<file path="src/rtl/gtx_oob_dev.sv">
// Device-side SATA OOB responder: answers COMRESET/COMWAKE, locks on host ALIGN,
// sends SYNC, then streams link-layer dwords with periodic ALIGN-pair insertion.
module gtx_oob_dev #(
  parameter int C_COMWAKE_TIMEOUT = 75000,
  parameter int C_ALIGN_TIMEOUT   = 66000,
  parameter int C_ALIGN_PERIOD    = 256
) (
  input  logic        sys_clk,
  input  logic        sys_rst,
  input  logic [2:0]  rxstatus,
  input  logic        rxelecidle,
  input  logic        rxbyteisaligned,
  input  logic [31:0] rxdata,
  input  logic [3:0]  rxdatak,
  input  logic [31:0] txdata_ll,
  input  logic        txdatak_ll,
  output logic        txcomstart,
  output logic        txcomtype,
  output logic        txelecidle,
  output logic [31:0] txdata,
  output logic [3:0]  txdatak,
  output logic        txdatak_pop,
  output logic        link_up,
  output logic [3:0]  oob_state
);

  localparam logic [31:0] ALIGN_DW = 32'h7B4A4ABC;
  localparam logic [31:0] SYNC_DW  = 32'hB5B5957C;
  localparam logic [3:0]  K0       = 4'b0001;
  localparam int          WCW      = $clog2(C_ALIGN_PERIOD);
  localparam logic [16:0] COMWAKE_LAST = 17'(C_COMWAKE_TIMEOUT - 1);
  localparam logic [16:0] ALIGN_LAST   = 17'(C_ALIGN_TIMEOUT - 1);
  localparam logic [WCW-1:0] WORD_LAST  = WCW'(C_ALIGN_PERIOD - 1);
  localparam logic [WCW-1:0] WORD_ALIGN = WCW'(C_ALIGN_PERIOD - 2);

  typedef enum logic [3:0] {
    S_IDLE              = 4'd0,
    S_SEND_COMINIT      = 4'd1,
    S_WAIT_COMINIT_DONE = 4'd2,
    S_WAIT_COMWAKE      = 4'd3,
    S_SEND_COMWAKE      = 4'd4,
    S_WAIT_COMWAKE_DONE = 4'd5,
    S_SEND_ALIGN        = 4'd6,
    S_SEND_SYNC         = 4'd7,
    S_LINK_UP           = 4'd8
  } state_t;

  state_t         state_reg, state_next;
  logic [16:0]    timer_reg, timer_next;
  logic [1:0]     sync_cnt_reg, sync_cnt_next;
  logic [WCW-1:0] word_cnt_reg, word_cnt_next;

  logic        txcomstart_next, txcomtype_next, txelecidle_next;
  logic [31:0] txdata_next;
  logic [3:0]  txdatak_next;
  logic        txdatak_pop_next, link_up_next;

  logic comreset, burst_done, comwake, host_align, sync_like;

  assign comreset   = (rxstatus == 3'b011);
  assign burst_done = (rxstatus == 3'b001);
  assign comwake    = (rxstatus == 3'b010);
  assign host_align = rxbyteisaligned && !rxelecidle && (rxdata == ALIGN_DW) && (rxdatak == K0);
  assign sync_like  = rxdatak[0] && (rxdata != ALIGN_DW);
  assign oob_state  = state_reg;

  always_ff @(posedge sys_clk or posedge sys_rst) begin
    if (sys_rst) begin
      state_reg    <= S_IDLE;
      timer_reg    <= '0;
      sync_cnt_reg <= '0;
      word_cnt_reg <= '0;
      txcomstart   <= 1'b0;
      txcomtype    <= 1'b0;
      txelecidle   <= 1'b1;
      txdata       <= '0;
      txdatak      <= '0;
      txdatak_pop  <= 1'b0;
      link_up      <= 1'b0;
    end else begin
      state_reg    <= state_next;
      timer_reg    <= timer_next;
      sync_cnt_reg <= sync_cnt_next;
      word_cnt_reg <= word_cnt_next;
      txcomstart   <= txcomstart_next;
      txcomtype    <= txcomtype_next;
      txelecidle   <= txelecidle_next;
      txdata       <= txdata_next;
      txdatak      <= txdatak_next;
      txdatak_pop  <= txdatak_pop_next;
      link_up      <= link_up_next;
    end
  end

  always_comb begin
    state_next       = state_reg;
    sync_cnt_next    = '0;
    txcomstart_next  = 1'b0;
    txcomtype_next   = txcomtype;
    txelecidle_next  = 1'b1;
    txdata_next      = '0;
    txdatak_next     = '0;
    txdatak_pop_next = 1'b0;
    link_up_next     = 1'b0;

    case (state_reg)
      S_IDLE:              if (comreset) state_next = S_SEND_COMINIT;
      S_SEND_COMINIT:      state_next = S_WAIT_COMINIT_DONE;
      S_WAIT_COMINIT_DONE: if (burst_done) state_next = S_WAIT_COMWAKE;
      S_WAIT_COMWAKE: begin
        if (comwake) state_next = S_SEND_COMWAKE;
        else if (timer_reg >= COMWAKE_LAST) state_next = S_SEND_COMINIT;
      end
      S_SEND_COMWAKE:      state_next = S_WAIT_COMWAKE_DONE;
      S_WAIT_COMWAKE_DONE: if (burst_done) state_next = S_SEND_ALIGN;
      S_SEND_ALIGN: begin
        if (host_align) state_next = S_SEND_SYNC;
        else if (timer_reg >= ALIGN_LAST) state_next = S_IDLE;
      end
      S_SEND_SYNC: begin
        if (sync_like) begin
          if (sync_cnt_reg == 2'd2) state_next = S_LINK_UP;
          else sync_cnt_next = sync_cnt_reg + 2'd1;
        end
      end
      S_LINK_UP:           state_next = S_LINK_UP;
      default:             state_next = S_IDLE;
    endcase

    // COMRESET from the host overrides every other transition, timeouts included
    if (comreset && state_reg != S_IDLE && state_reg != S_SEND_COMINIT)
      state_next = S_SEND_COMINIT;

    if (state_next != S_SEND_SYNC) sync_cnt_next = '0;

    // Any state change restarts the timer; it saturates instead of wrapping
    if (state_next != state_reg) timer_next = '0;
    else if (timer_reg == 17'h1FFFF) timer_next = timer_reg;
    else timer_next = timer_reg + 17'd1;

    // word_cnt_reg is zero outside LINK_UP, so the entry edge emits dword 0
    if (state_next == S_LINK_UP)
      word_cnt_next = (word_cnt_reg == WORD_LAST) ? '0 : word_cnt_reg + WCW'(1);
    else
      word_cnt_next = '0;

    case (state_next)
      S_SEND_COMINIT: begin
        txcomstart_next = 1'b1;
        txcomtype_next  = 1'b0;
      end
      S_SEND_COMWAKE: begin
        txcomstart_next = 1'b1;
        txcomtype_next  = 1'b1;
      end
      S_SEND_ALIGN: begin
        txelecidle_next = 1'b0;
        txdata_next     = ALIGN_DW;
        txdatak_next    = K0;
      end
      S_SEND_SYNC: begin
        txelecidle_next = 1'b0;
        txdata_next     = SYNC_DW;
        txdatak_next    = K0;
      end
      S_LINK_UP: begin
        txelecidle_next = 1'b0;
        link_up_next    = 1'b1;
        if (word_cnt_reg >= WORD_ALIGN) begin
          txdata_next  = ALIGN_DW;
          txdatak_next = K0;
        end else begin
          txdata_next      = txdata_ll;
          txdatak_next     = {3'b000, txdatak_ll};
          txdatak_pop_next = 1'b1;
        end
      end
      default: ;
    endcase
  end

endmodule

</file>
<file path="config.mk">
export PLATFORM = sky130hd
export DESIGN_NAME = gtx_oob_dev
export DESIGN_NICKNAME = d
export VERILOG_FILES = /design/src/rtl/gtx_oob_dev.sv
export SDC_FILE = /design/constraint.sdc
export NUM_CORES = 1
export LEC_CHECK = 0
export BUFFER_PORTS_ARGS = -buffer_cell sky130_fd_sc_hd__buf_2
export CAP_MARGIN = 20
export CELL_PAD_IN_SITES_DETAIL_PLACEMENT = 0
export CELL_PAD_IN_SITES_GLOBAL_PLACEMENT = 1
export CORE_ASPECT_RATIO = 1.25
export CORE_MARGIN = 10
export CORE_UTILIZATION = 34
export CTS_CLUSTER_SIZE = 40
export DETAILED_ROUTE_END_ITERATION = 6
export GPL_TIMING_DRIVEN = 0
export PLACE_DENSITY_LB_ADDON = 0.05
export SETUP_SLACK_MARGIN = 0.1
export SYNTH_ARGS = -nofsm -noshare
export SYNTH_HDL_FRONTEND = slang
export SYNTH_SLANG_ARGS = --single-unit
</file>
<file path="constraint.sdc">
create_clock -name sys_clk -period 2.5 [get_ports sys_clk]
set_input_delay 0.75 -clock sys_clk [delete_from_list [all_inputs] [get_ports sys_clk]]
set_output_delay 0.75 -clock sys_clk [all_outputs]
set_load 0.01 [all_outputs]
</file>
==> Yosys cells after proc, flatten, opt, wreduce, memory -nomap -nowiden <==
Cells that the tools add are included.
{ "op_classes": {"eq_ne": 26, "n_mux": 29, "magnitude_cmp": 3, "reduce_logical": 13, "addsub": 3} }
{ "ops": {"columns": ["cell", "n"], "rows": [
  ["32-bit case mux with 3 select lines", 1],
  ["4-bit 2-to-1 mux", 10],
  ["4-bit case mux with 9 select lines", 1],
  ["17-bit greater-or-equal comparator, second input constant", 2],
  ["17-bit 2-to-1 mux", 2],
  ["32-bit by 31-bit equality test with 1-bit output, second input constant", 1],
  ["32-bit 2-to-1 mux", 1],
  ["32-bit by 31-bit inequality test with 1-bit output, second input constant", 1],
  ["4-bit by 3-bit equality test with 1-bit output, second input constant", 7],
  ["17-bit by 1-bit adder with 17-bit output, second input constant", 1],
  ["17-bit equality test, second input constant", 1],
  ["8-bit 2-to-1 mux", 2],
  ["4-bit by 1-bit equality test with 1-bit output, second input constant", 3],
  ["8-bit by 1-bit adder with 8-bit output, second input constant", 1],
  ["4-bit by 2-bit equality test with 1-bit output, second input constant", 2],
  ["4-bit equality test, second input constant", 2],
  ["8-bit equality test, second input constant", 1],
  ["8-bit greater-or-equal comparator, second input constant", 1],
  ["2-bit 2-to-1 mux", 4],
  ["3-bit by 2-bit equality test with 1-bit output, second input constant", 2],
  ["1-bit logical AND", 6],
  ["1-bit 2-to-1 mux", 6],
  ["4-bit zero test", 1],
  ["4-bit by 1-bit inequality test with 1-bit output, second input constant", 1],
  ["other kinds (12)", 14]
]} }
{ "totals": {"reg_bits": 72, "in_bits": 76, "word_cells": 85} }

==> Longest topological paths before layout <==
Gate-level depths: netlist of the first run.
{ "depth": {"depth_word": 10, "mapped_depth": 11} }

==> Worst setup path before layout of the first run <==
Ideal clock, no wire load.
{ "synth_timing": {"path_type": "input to register", "from": "input port rxdata[13]", "to": "register timer_reg[8]", "stages": 7, "setup_slack_ns": -0.232, "t_arrival_ns": 2.663, "required_time_ns": 2.431, "path_cell_list": "or4b_4 -> nor4_4 -> nand3_2 -> a311oi_4 -> o211ai_4 -> buf_12 -> nor2_4"} }
{ "synth_between": {"elab_chain_len": 8, "elab_cells_between_ends": 12, "cone_classes": "eq/ne (4); mux (5); reduce/logical (3)"} }
{ "synth_lines": {"columns": ["element", "line_no", "rtl"], "rows": [
  ["from (decl)", "13", "input logic [31:0] rxdata,"],
  ["32-bit by 31-bit equality test with 1-bit output", "63", "assign host_align = rxbyteisaligned && !rxelecidle && (rxdata == ALIGN_DW) && (rxdatak == K0);"],
  ["1-bit logical AND (2 in a row)", "63", null],
  ["4-bit 2-to-1 mux", "117", "if (host_align) state_next = S_SEND_SYNC;"],
  ["4-bit case mux with 9 select lines (*)", "106", "case (state_reg)"],
  ["4-bit 2-to-1 mux (*)", "131", "if (comreset && state_reg != S_IDLE && state_reg != S_SEND_COMINIT)"],
  ["4-bit inequality test (*)", "137", "if (state_next != state_reg) timer_next = '0;"],
  ["2-bit inequality test (no source line) / 17-bit 2-to-1 mux (equally long branches)", null, null],
  ["to (signal assigned)", "82", "timer_reg <= timer_next;"],
  ["to (decl)", "49", "logic [16:0] timer_reg, timer_next;"]
]} }
Mark *: on every way between the ends. The rest lies on a longest branch, timed or not.
A chain may end at the register's enable or synchronous reset.

==> Worst setup path after layout of the first run <==
{ "layout_timing": {"from": "input port rxdata[23]", "to": "register txdata[8]"} }
{ "layout_between": {"elab_chain_len": 8, "elab_cells_between_ends": 13, "cone_classes": "eq/ne (5); mux (5); reduce/logical (3)"} }
{ "layout_lines": {"columns": ["element", "line_no", "rtl"], "rows": [
  ["32-bit by 31-bit equality test with 1-bit output", "63", null],
  ["1-bit logical AND (2 in a row)", "63", null],
  ["4-bit 2-to-1 mux", "117", null],
  ["4-bit case mux with 9 select lines (*)", "106", null],
  ["4-bit 2-to-1 mux (*)", "131", null],
  ["4-bit equality test / 4-bit by 3-bit equality test with 1-bit output (equally long branches)", "147", "case (state_next)"],
  ["32-bit case mux with 3 select lines (*)", "147", null],
  ["via txdata_next[8]", "54", "logic [31:0] txdata_next;"],
  ["to (signal assigned)", "88", "txdata <= txdata_next;"],
  ["to (decl)", "20", "output logic [31:0] txdata,"]
]} }
The timed path passes the listed nets; every way through them passes the cells marked *.

==> flow_metrics.env, run 1 <==
export IMPL_worstSetupPathType="input port to register"
export IMPL_core_area_um2=10200
export IMPL_firstDrtPassIters=4
export IMPL_postSynthAreaPerCell_um2=10.8
export IMPL_crit_required_ns=2.72
export IMPL_synthAdderAreaFrac_pct=1.41
export IMPL_synth_top_family_by_area="simple AND/OR/NAND/NOR gates"
export IMPL_avgViaCountPerCell=4.81
export IMPL_synthMostInstantiatedCell="dfrtp_1"
export IMPL_grt_max_degree=41
export IMPL_grt_overflow_total=0
export IMPL_power_per_cell_area_nw_per_um2=707
export IMPL_setup_slack_ns=-0.0124
export IMPL_r2r_cells=10
export IMPL_synth_xor_area_share_pct=5.45
export IMPL_power_frac_clock_pct=32.3
export IMPL_start_util_pct=34.8
export IMPL_grt_pass1_wl_um=16500
export IMPL_clk_path_buf_depth=2
export IMPL_dpl_hpwl_um=7300
export IMPL_htreeDepth=3
export IMPL_cp_arrival_ns=2.73
export IMPL_ios=121
export IMPL_drv_slew=0
export IMPL_cts_tree="yes"
export IMPL_die_h_um=134
export IMPL_crit_path_start_kind="input port"
export IMPL_via_count=3009
export IMPL_finalPower_w=0.00369
export IMPL_comb_power_share_pct=33.9
export IMPL_wire_per_inst_um=16.1
export IMPL_run_status="finished, violations left"
export IMPL_antenna_found_initial=0
export IMPL_drc=0
export IMPL_io_buffers=117
export IMPL_synth_top_area_share_pct=48.1
export IMPL_max_cap_violations=0
export IMPL_hold_path_class="register to register"
export IMPL_skew_ns=0.00354
export IMPL_drt_met1_wl_um=4180
export IMPL_syn2layout_area_growth_pct=47.6
export IMPL_dr_wl_met3_um=490
export IMPL_rsz0062_at_grt="true"
export IMPL_reg2reg_slack_ns=0.12
export IMPL_ys_top_cells_by_area="dfrtp_1 48%, nand2_1 3.6%, nor2_4 3.5%"
export IMPL_final_cells=625
export IMPL_rr_startpoint="timer_reg[11]"
export IMPL_clk_pin_slew_ns=0.05
export IMPL_violations="negative setup slack"
export IMPL_min_period_ns=2.51
export IMPL_cp_max_fo=8
export IMPL_grt_pass1_vias=3242
export IMPL_post_route_period_util_pct=100
export IMPL_drt_iter0_markers=135
export IMPL_p_int_w=0.00258
export IMPL_wl_met2_um=5290
export IMPL_synthArstFlopShare_pct=100
export IMPL_antenna_left=0
export IMPL_switching_power_w=0.00111
export IMPL_ys_seq_area_share_pct=48.8
export IMPL_largest_reg_flops=32
export IMPL_slew_headroom_pct=54.3
export IMPL_clockRootBuffer="clkbuf_16"
export IMPL_clkSinkCount=69
export IMPL_drive_above_1_share_pct=50.8
export IMPL_place_gp_congestion=0.810
export IMPL_wl_um=10100
export IMPL_rows=41
export IMPL_syn_area_um2=3540
export IMPL_cts_buffers_inserted=9
export IMPL_leakage_nw=2.65
export IMPL_synth_top_cell_by_area="dfrtp_1"
export IMPL_synth_compound_area_share_pct=12.7
export IMPL_fmax_mhz=398
export IMPL_end_kind="register"
export IMPL_die_w_um=111
export IMPL_ys_ff_latch=69
export IMPL_ir_worst_vdd_mv=0.463
export IMPL_insertion_delay_ns=0.33
export IMPL_crit_path_start="rxdata[23]"
export IMPL_synth_simple_gate_area_share_pct=26.6
export IMPL_r2r_end="timer_reg[15]"
export IMPL_switching_share_pct=30.1
export IMPL_cts_hold_buf=0
export IMPL_dp_cells=578
export IMPL_p_seq_share_pct=33.8
export IMPL_setup_worst_path_end="txdata[8]"
export IMPL_synthFlopType="dfrtp_1"
export IMPL_track_usage_pct=13.4
export IMPL_yosysWarnings=0
export IMPL_synth_cells=329
export IMPL_ys_types=69
export IMPL_synth_edf_count=0
export IMPL_setup_viol=6
export IMPL_diodes=0
export IMPL_muxShareOfSynthArea_pct=0.566
export IMPL_die_area_um2=14900
export IMPL_top_layer="met4"
export IMPL_nets=572
export IMPL_finalHoldViolCount=0
export IMPL_tightestPinTransition_ns=0.684
export IMPL_yosys_top_cells_count="68 x dfrtp_1, 34 x nand2_1, 32 x nor2_1"
[worst max-delay path, cell delays in order]
cell       delay, ns
buf_6           0.09
or4b_4          0.54
nor4_4          0.14
buf_4           0.19
buf_6           0.11
a2111oi_4       0.07
buf_4           0.16
nor2_4          0.16
buf_6           0.14
nor2_4          0.05
buf_6           0.16
a21o_1          0.17
[kinds of logic after synthesis]
group	after synthesis
muxes	2
AOI/OAI and AO/OA	60
xor gates and xnor gates	22
buffers and inverters	23
and+or+nand+nor	148
other	1
adders and majority gates	4
DFF	69
[area by class of cell]
cell class,instances,area [um2]
fill,983,4930
buffer,16,159
clock buffer,14,274
sequential,69,1730
inverter,7,35.0
tap,129,161
timing repair buffer,150,977
multi-input combinational,239,1880
clock inverter,1,5.00
[cells in the final DEF, fill, tap and decap left out, types with 5 or more instances in the layout]
cell,netlist,layout
nor2_4,11,15
clkbuf_1,7,5
buf_6,4,15
dfrtp_1,68,66
inv_1,6,5
xor2_1,9,6
o21ai_2,0,18
buf_2,0,116
clkbuf_16,0,11
nand2_1,34,34
buf_12,1,5
nand3_1,11,10
nand4_1,9,9
nor2_1,32,27
a21o_1,11,11
xnor2_1,13,13
buf_4,3,19
[worst min path at each step]
| stage | start | slack [ns] | end | cells past startpoint |
|---|---|---|---|---|
| floorplan | word_cnt_reg[0] | 0.48 | word_cnt_reg[0] | 1 |
| global placement | word_cnt_reg[0] | 0.51 | word_cnt_reg[0] | 1 |
| detailed placement | word_cnt_reg[0] | 0.50 | word_cnt_reg[0] | 1 |
| CTS | word_cnt_reg[0] | 0.50 | word_cnt_reg[0] | 1 |
| global route | word_cnt_reg[0] | 0.51 | word_cnt_reg[0] | 1 |
| finish | word_cnt_reg[0] | 0.50 | word_cnt_reg[0] | 1 |
[metrics by stage]
stage	setup slack, ns	TNS (ns)	utilization, %	hold slack (ns)	area [um2]
2_1_floorplan	-0.230	-7.49	-	0.475	3550
3_3_place_gp	-0.633	-33.22	42.3	0.507	4300
3_5_place_dp	-0.633	-33.21	42.5	0.503	4320
4_1_cts	-0.113	-1.96	48.3	0.504	4910
5_1_grt	-0.0673	-1.32	51.4	0.514	5220
6_report	-0.0124	-0.0482	51.4	0.502	5220
[what timing repair did]
action,4_1_cts,5_1_grt
endpoints found under the setup margin,63,61
endpoints found under the hold margin,0,0
setup buffers,17,10
resized for setup,28,67
pin swaps,22,16
cloned,2,2
[power groups by stage]
stage / registers (W) / logic (W) / clock network [W]
global route: 0.00126 / 0.00136 / 0.00128
detailed placement: 0.00127 / 0.000911 / 0
finish: 0.00125 / 0.00125 / 0.00119
floorplan: 0.00129 / 0.000628 / 0
CTS: 0.00125 / 0.00120 / 0.00122
global placement: 0.00127 / 0.000907 / 0
[metal layers]
metal  GRT usage, %  up-vias
met2           23.1       64
met4           5.08        0
met1           15.2     1458
li1               -     1479
met3           4.15        8
met5              0        -
(Power assumes the default switching activity.)
==> inputs of run 2 (changes only) <==
--- a/config.mk
+++ b/config.mk
@@ -9,7 +9,7 @@
 export CAP_MARGIN = 20
 export CELL_PAD_IN_SITES_DETAIL_PLACEMENT = 0
 export CELL_PAD_IN_SITES_GLOBAL_PLACEMENT = 1
-export CORE_ASPECT_RATIO = 1.25
+export CORE_ASPECT_RATIO = 0.5
 export CORE_MARGIN = 10
 export CORE_UTILIZATION = 34
 export CTS_CLUSTER_SIZE = 40
==> flow_metrics.env, run 2 (same netlist as run 1, synthesis figures left out) <==
export IMPL_run_status="finished, violations left"
export IMPL_violations="negative setup slack"
export IMPL_setup_viol=2
export IMPL_leakage_nw=2.68
export IMPL_worstHoldStart="word_cnt_reg[0]"
export IMPL_drt_iter0_markers=113
export IMPL_cp_arrival_ns=2.73
export IMPL_fmax_mhz=399
export IMPL_p_int_w=0.00247
export IMPL_grt_pass1_wl_um=16800
export IMPL_switching_power_w=0.00118
export IMPL_clockRootBuffer="clkbuf_16"
export IMPL_finalHoldViolCount=0
export IMPL_track_usage_pct=13.9
export IMPL_crit_path_start_kind="input port"
export IMPL_r2r_end="timer_reg[15]"
export IMPL_drv_slew=0
export IMPL_rsz0062_at_grt="true"
export IMPL_hold_path_class="register to register"
export IMPL_io_buffers=117
export IMPL_drc=0
export IMPL_place_gp_congestion=0.799
export IMPL_setup_slack_ns=-0.00833
export IMPL_avgViaCountPerCell=4.77
export IMPL_die_h_um=92.1
export IMPL_nets=578
export IMPL_core_area_um2=10200
export IMPL_crit_required_ns=2.72
export IMPL_p_seq_share_pct=34.3
export IMPL_r2r_cells=10
export IMPL_grt_pass1_vias=3275
export IMPL_wl_um=10400
export IMPL_final_common_cell="buf_2"
export IMPL_finalPower_w=0.00365
export IMPL_final_cell_mix="115 x buf_2, 65 x dfrtp_1, 34 x nand2_1, 23 x nor2_1, 21 x buf_4"
export IMPL_syn2layout_area_growth_pct=50.5
export IMPL_ios=121
export IMPL_antenna_found_initial=0
export IMPL_start_util_pct=34.8
export IMPL_switching_share_pct=32.3
export IMPL_dp_slack_ns=-0.656
export IMPL_fillers=965
export IMPL_cts_hold_buf=0
export IMPL_largest_reg_flops=32
export IMPL_insertion_delay_ns=0.33
export IMPL_grt_max_degree=37
export IMPL_via_count=3067
export IMPL_grt_overflow_total=0
export IMPL_min_period_ns=2.51
export IMPL_drive_above_1_share_pct=51.1
export IMPL_antenna_left=0
export IMPL_min_path_cells=1
export IMPL_die_area_um2=15100
export IMPL_cts_buffers_inserted=9
export IMPL_diodes=0
export IMPL_power_frac_clock_pct=32.1
export IMPL_rows=26
export IMPL_clkSinkCount=69
export IMPL_cts_tree="yes"
export IMPL_die_w_um=164
export IMPL_tightestPinTransition_ns=0.810
export IMPL_end_kind="register"
export IMPL_skew_ns=0.00976
export IMPL_power_per_cell_area_nw_per_um2=685
export IMPL_ir_worst_vdd_mv=0.353
export IMPL_multi_input_area_um2=1940
export IMPL_rr_startpoint="timer_reg[0]"
export IMPL_slew_headroom_pct=45.9
export IMPL_seq_area_um2=1730
export IMPL_firstDrtPassIters=4
export IMPL_wire_per_inst_um=16.2
export IMPL_dpl_hpwl_um=7450
export IMPL_clk_path_buf_depth=2
export IMPL_comb_power_share_pct=33.6
export IMPL_post_route_period_util_pct=100
export IMPL_max_cap_violations=0
export IMPL_whs_endpoint="word_cnt_reg[0]"
export IMPL_reg2reg_slack_ns=0.10
export IMPL_clk_pin_slew_ns=0.06
export IMPL_htreeDepth=3
export IMPL_cp_max_fo=8
export IMPL_worstSetupPathType="input port to register"
## run 2: final cells by class
type / count / share of cell area [%]
clock inverter: 5 / 0.681
clock buffer: 11 / 4.56
sequential: 69 / 32.5
buffer: 16 / 2.89
timing repair buffer: 154 / 19.1
tap: 140 / 3.29
inverter: 7 / 0.564
multi-input combinational: 241 / 36.3
## run 2: metal layers
metal,track usage (%),share of wire [%],vias to the layer above
met4,2.74,0.59,0
met3,4.55,3.5,7
met5,0,0,-
met2,24.7,53,36
li1,-,-,1499
met1,16.0,43,1525
## run 2: metrics by stage
stage / cells / hold slack, ns / TNS [ns] / util, % / instance area [um2]
floorplan: 331 / 0.475 / -7.49 / - / 3550
global placement: 588 / 0.494 / -33.74 / 42.3 / 4310
detailed placement: 589 / 0.510 / -34.38 / 42.5 / 4330
CTS: 637 / 0.511 / -3.75 / 50.0 / 5090
global route: 643 / 0.537 / -3.37 / 52.3 / 5330
finish: 643 / 0.513 / -0.0164 / 52.3 / 5330
## run 2: critical path, cell delays in order
cell,delay [ns]
buf_6,0.09
or4b_4,0.53
nor4_4,0.13
buf_4,0.17
buf_6,0.11
buf_6,0.09
a2111oi_4,0.07
buf_4,0.16
nor2_4,0.19
nor2_4,0.10
buf_6,0.15
a21o_1,0.17
## run 2: worst max path at each step
stage	slack, ns	endpoint	start	depth (start not counted)
2_1_floorplan	-0.23	timer_reg[8]	rxdata[13]	7
3_3_place_gp	-0.64	timer_reg[13]	rxdata[13]	8
3_5_place_dp	-0.66	timer_reg[8]	rxdata[13]	8
4_1_cts	-0.12	txdata[31]	rxdata[15]	12
5_1_grt	-0.11	txdata[29]	rxdata[12]	13
6_report	-0.008	txdata[15]	rxdata[12]	12
## run 2: power by group through the flow
stage	Combinational [W]	Clock, W	Sequential [W]
CTS	0.00120	0.00120	0.00125
finish	0.00123	0.00117	0.00125
global placement	0.000901	0	0.00127
floorplan	0.000628	0	0.00129
global route	0.00133	0.00125	0.00126
detailed placement	0.000912	0	0.00127
## run 2: repair_timing
action	CTS	global route
setup buffers	26	6
setup endpoints to repair	63	67
cloned	6	0
endpoints found under the hold margin	0	0
gates resized for setup	38	55
pin swaps	21	32
==> inputs of run 3 (changes only) <==
--- a/config.mk
+++ b/config.mk
@@ -11,7 +11,7 @@
 export CELL_PAD_IN_SITES_GLOBAL_PLACEMENT = 1
 export CORE_ASPECT_RATIO = 0.5
 export CORE_MARGIN = 10
-export CORE_UTILIZATION = 34
+export CORE_UTILIZATION = 41
 export CTS_CLUSTER_SIZE = 40
 export DETAILED_ROUTE_END_ITERATION = 6
 export GPL_TIMING_DRIVEN = 0
==> constraint.sdc (replaced) <==
create_clock -name sys_clk -period 2.9 [get_ports sys_clk]
set_input_delay 0.87 -clock sys_clk [delete_from_list [all_inputs] [get_ports sys_clk]]
set_output_delay 0.87 -clock sys_clk [all_outputs]
set_load 0.01 [all_outputs]
==> flow_metrics.env, run 3 (same netlist as run 1, synthesis figures left out) <==
export IMPL_run_status="finished clean"
export IMPL_wl_um=9420
export IMPL_antenna_left=0
export IMPL_switching_share_pct=28.6
export IMPL_end_kind="register"
export IMPL_cp_arrival_ns=2.99
export IMPL_grt_pass1_vias=3030
export IMPL_skew_ns=0.00769
export IMPL_finalPower_w=0.00314
export IMPL_track_usage_pct=14.7
export IMPL_die_area_um2=13000
export IMPL_diodes=0
export IMPL_crit_path_top_delay_cell="or4b_4"
export IMPL_crit_path_max_incr_delay_ns=0.54
export IMPL_clkSinkCount=69
export IMPL_place_gp_congestion=0.823
export IMPL_drt_met1_wl_um=3850
export IMPL_drt_iter0_markers=127
export IMPL_crit_path_start_kind="input port"
export IMPL_worstSetupPathType="input port to register"
export IMPL_dr_wl_met3_um=560
export IMPL_clk_pin_slew_ns=0.06
export IMPL_p_int_w=0.00224
export IMPL_cts_tree="yes"
export IMPL_rows=23
export IMPL_fillers=739
export IMPL_tightestPinTransition_ns=0.849
export IMPL_worstHoldStart="word_cnt_reg[0]"
export IMPL_fmax_mhz=366
export IMPL_die_w_um=151
export IMPL_p_seq_share_pct=34.3
export IMPL_whs_ns=0.541
export IMPL_r2r_cells=11
export IMPL_finalHoldViolCount=0
export IMPL_htreeDepth=3
export IMPL_antenna_found_initial=0
export IMPL_start_util_pct=43.1
export IMPL_post_route_period_util_pct=94.2
export IMPL_power_frac_clock_pct=37.7
export IMPL_drc=0
export IMPL_min_path_cells=1
export IMPL_syn2layout_area_growth_pct=33.5
export IMPL_comb_power_share_pct=28.0
export IMPL_switching_power_w=0.000899
export IMPL_multi_input_area_um2=1680
export IMPL_cts_hold_buf=0
export IMPL_firstDrtPassIters=4
export IMPL_drive_above_1_share_pct=40.1
export IMPL_wire_per_inst_um=16.1
export IMPL_seq_area_um2=1730
export IMPL_die_h_um=85.7
export IMPL_io_buffers=117
export IMPL_place_area_um2=4270
export IMPL_max_cap_violations=0
export IMPL_grt_pass1_wl_um=15300
export IMPL_r2r_end="timer_reg[11]"
export IMPL_final_cell_mix="117 x buf_2, 68 x dfrtp_1, 34 x nand2_1, 31 x nor2_1, 22 x o21ai_0"
export IMPL_grt_max_degree=70
export IMPL_ios=121
export IMPL_power_per_cell_area_nw_per_um2=664
export IMPL_cp_max_fo=7
export IMPL_avgViaCountPerCell=4.99
export IMPL_cts_buffers_inserted=9
export IMPL_top_layer="met4"
export IMPL_ir_worst_vdd_mv=0.376
export IMPL_core_area_um2=8200
export IMPL_setup_viol=0
export IMPL_clockRootBuffer="clkbuf_16"
export IMPL_whs_endpoint="word_cnt_reg[0]"
export IMPL_grt_overflow_total=0
export IMPL_clk_path_buf_depth=2
export IMPL_dpl_hpwl_um=7100
export IMPL_crit_required_ns=3.16
export IMPL_insertion_delay_ns=0.33
export IMPL_leakage_nw=2.49
export IMPL_design_area_um2=4720
export IMPL_hold_path_class="register to register"
export IMPL_rsz0062_at_grt="false"
export IMPL_rr_startpoint="timer_reg[10]"
export IMPL_min_period_ns=2.73
export IMPL_reg2reg_slack_ns=0.38
export IMPL_slew_headroom_pct=43.4
export IMPL_final_common_cell="buf_2"
export IMPL_nets=550
export IMPL_drv_slew=0
export IMPL_via_count=2924
export IMPL_wl_met2_um=5000
export IMPL_path_cells="buf_2, or4b_4, nor4_4, buf_4, nand3_2, a311oi_4, buf_6, o211ai_4, clkbuf_16, nor2_4"
export IMPL_largest_reg_flops=32
==> run 3: cell count changes in the layout (fill, tap and decap cells not counted), sizes merged <==
cell,before,now
clkinv,2,1
inv,6,7
o31ai,2,1
buf,164,135
o21bai,2,1
clkinvlp,4,0
bufinv,0,2
clkbuf,17,21
==> run 3: metal layers <==
layer	global-route usage, %	up-vias
li1	-	1438
met1	16.9	1409
met2	25.6	73
met3	5.77	4
met4	2.61	0
met5	0	-
==> run 3: critical path, delay by kind of cell <==
| family | cells | cell delay [ns] |
|---|---|---|
| AND/OR/NAND/NOR | 4 | 0.98 |
| buffers and inverters | 4 | 0.68 |
| AO/OA/AOI/OAI | 2 | 0.45 |
==> run 3: power groups by stage <==
| stage | clock network (W) | logic (W) | registers (W) |
|---|---|---|---|
| 2_1_floorplan | 0 | 0.000540 | 0.00112 |
| 3_3_place_gp | 0 | 0.000762 | 0.00109 |
| 3_5_place_dp | 0 | 0.000775 | 0.00109 |
| 4_1_cts | 0.00121 | 0.000780 | 0.00108 |
| 5_1_grt | 0.00126 | 0.000961 | 0.00109 |
| 6_report | 0.00118 | 0.000878 | 0.00108 |
==> run 3: worst max path at each step <==
stage,startpoint,to,slack (ns),cells after the start
floorplan,rxdata[13],timer_reg[8],0.05,7
global placement,sys_rst,txdata[14],-0.51,2
detailed placement,rxdata[13],timer_reg[7],-0.31,8
CTS,rxdata[13],timer_reg[4],0.12,9
global route,rxdata[13],timer_reg[2],0.09,10
finish,rxdata[13],timer_reg[4],0.17,10
==> run 3: cell type report <==
type / count / share of cell area, %
Sequential cell: 69 / 36.6
Multi-Input combinational cell: 239 / 35.6
Buffer: 16 / 2.73
Tap cell: 112 / 2.97
Clock inverter: 3 / 1.46
Timing Repair Buffer: 128 / 14.6
Clock buffer: 12 / 5.43
Inverter: 7 / 0.609
==> run 3: metrics by stage <==
| step | cells | setup WS [ns] | util (%) | setup TNS, ns |
|---|---|---|---|---|
| finish | 586 | 0.169 | 57.6 | 0 |
| global route | 586 | 0.0909 | 57.6 | 0 |
| CTS | 579 | 0.116 | 56.5 | 0 |
| detailed placement | 560 | -0.314 | 52.1 | -14.38 |
| global placement | 560 | -0.509 | 52.1 | -49.58 |
| floorplan | 331 | 0.0479 | - | 0 |
==> run 3: timing repair <==
item / in CTS / in global routing
setup buffers: 4 / 5
resized for setup: 1 / 3
pin swaps: 3 / 3
gates cloned: 0 / 1
endpoints found under the setup margin: 29 / 41
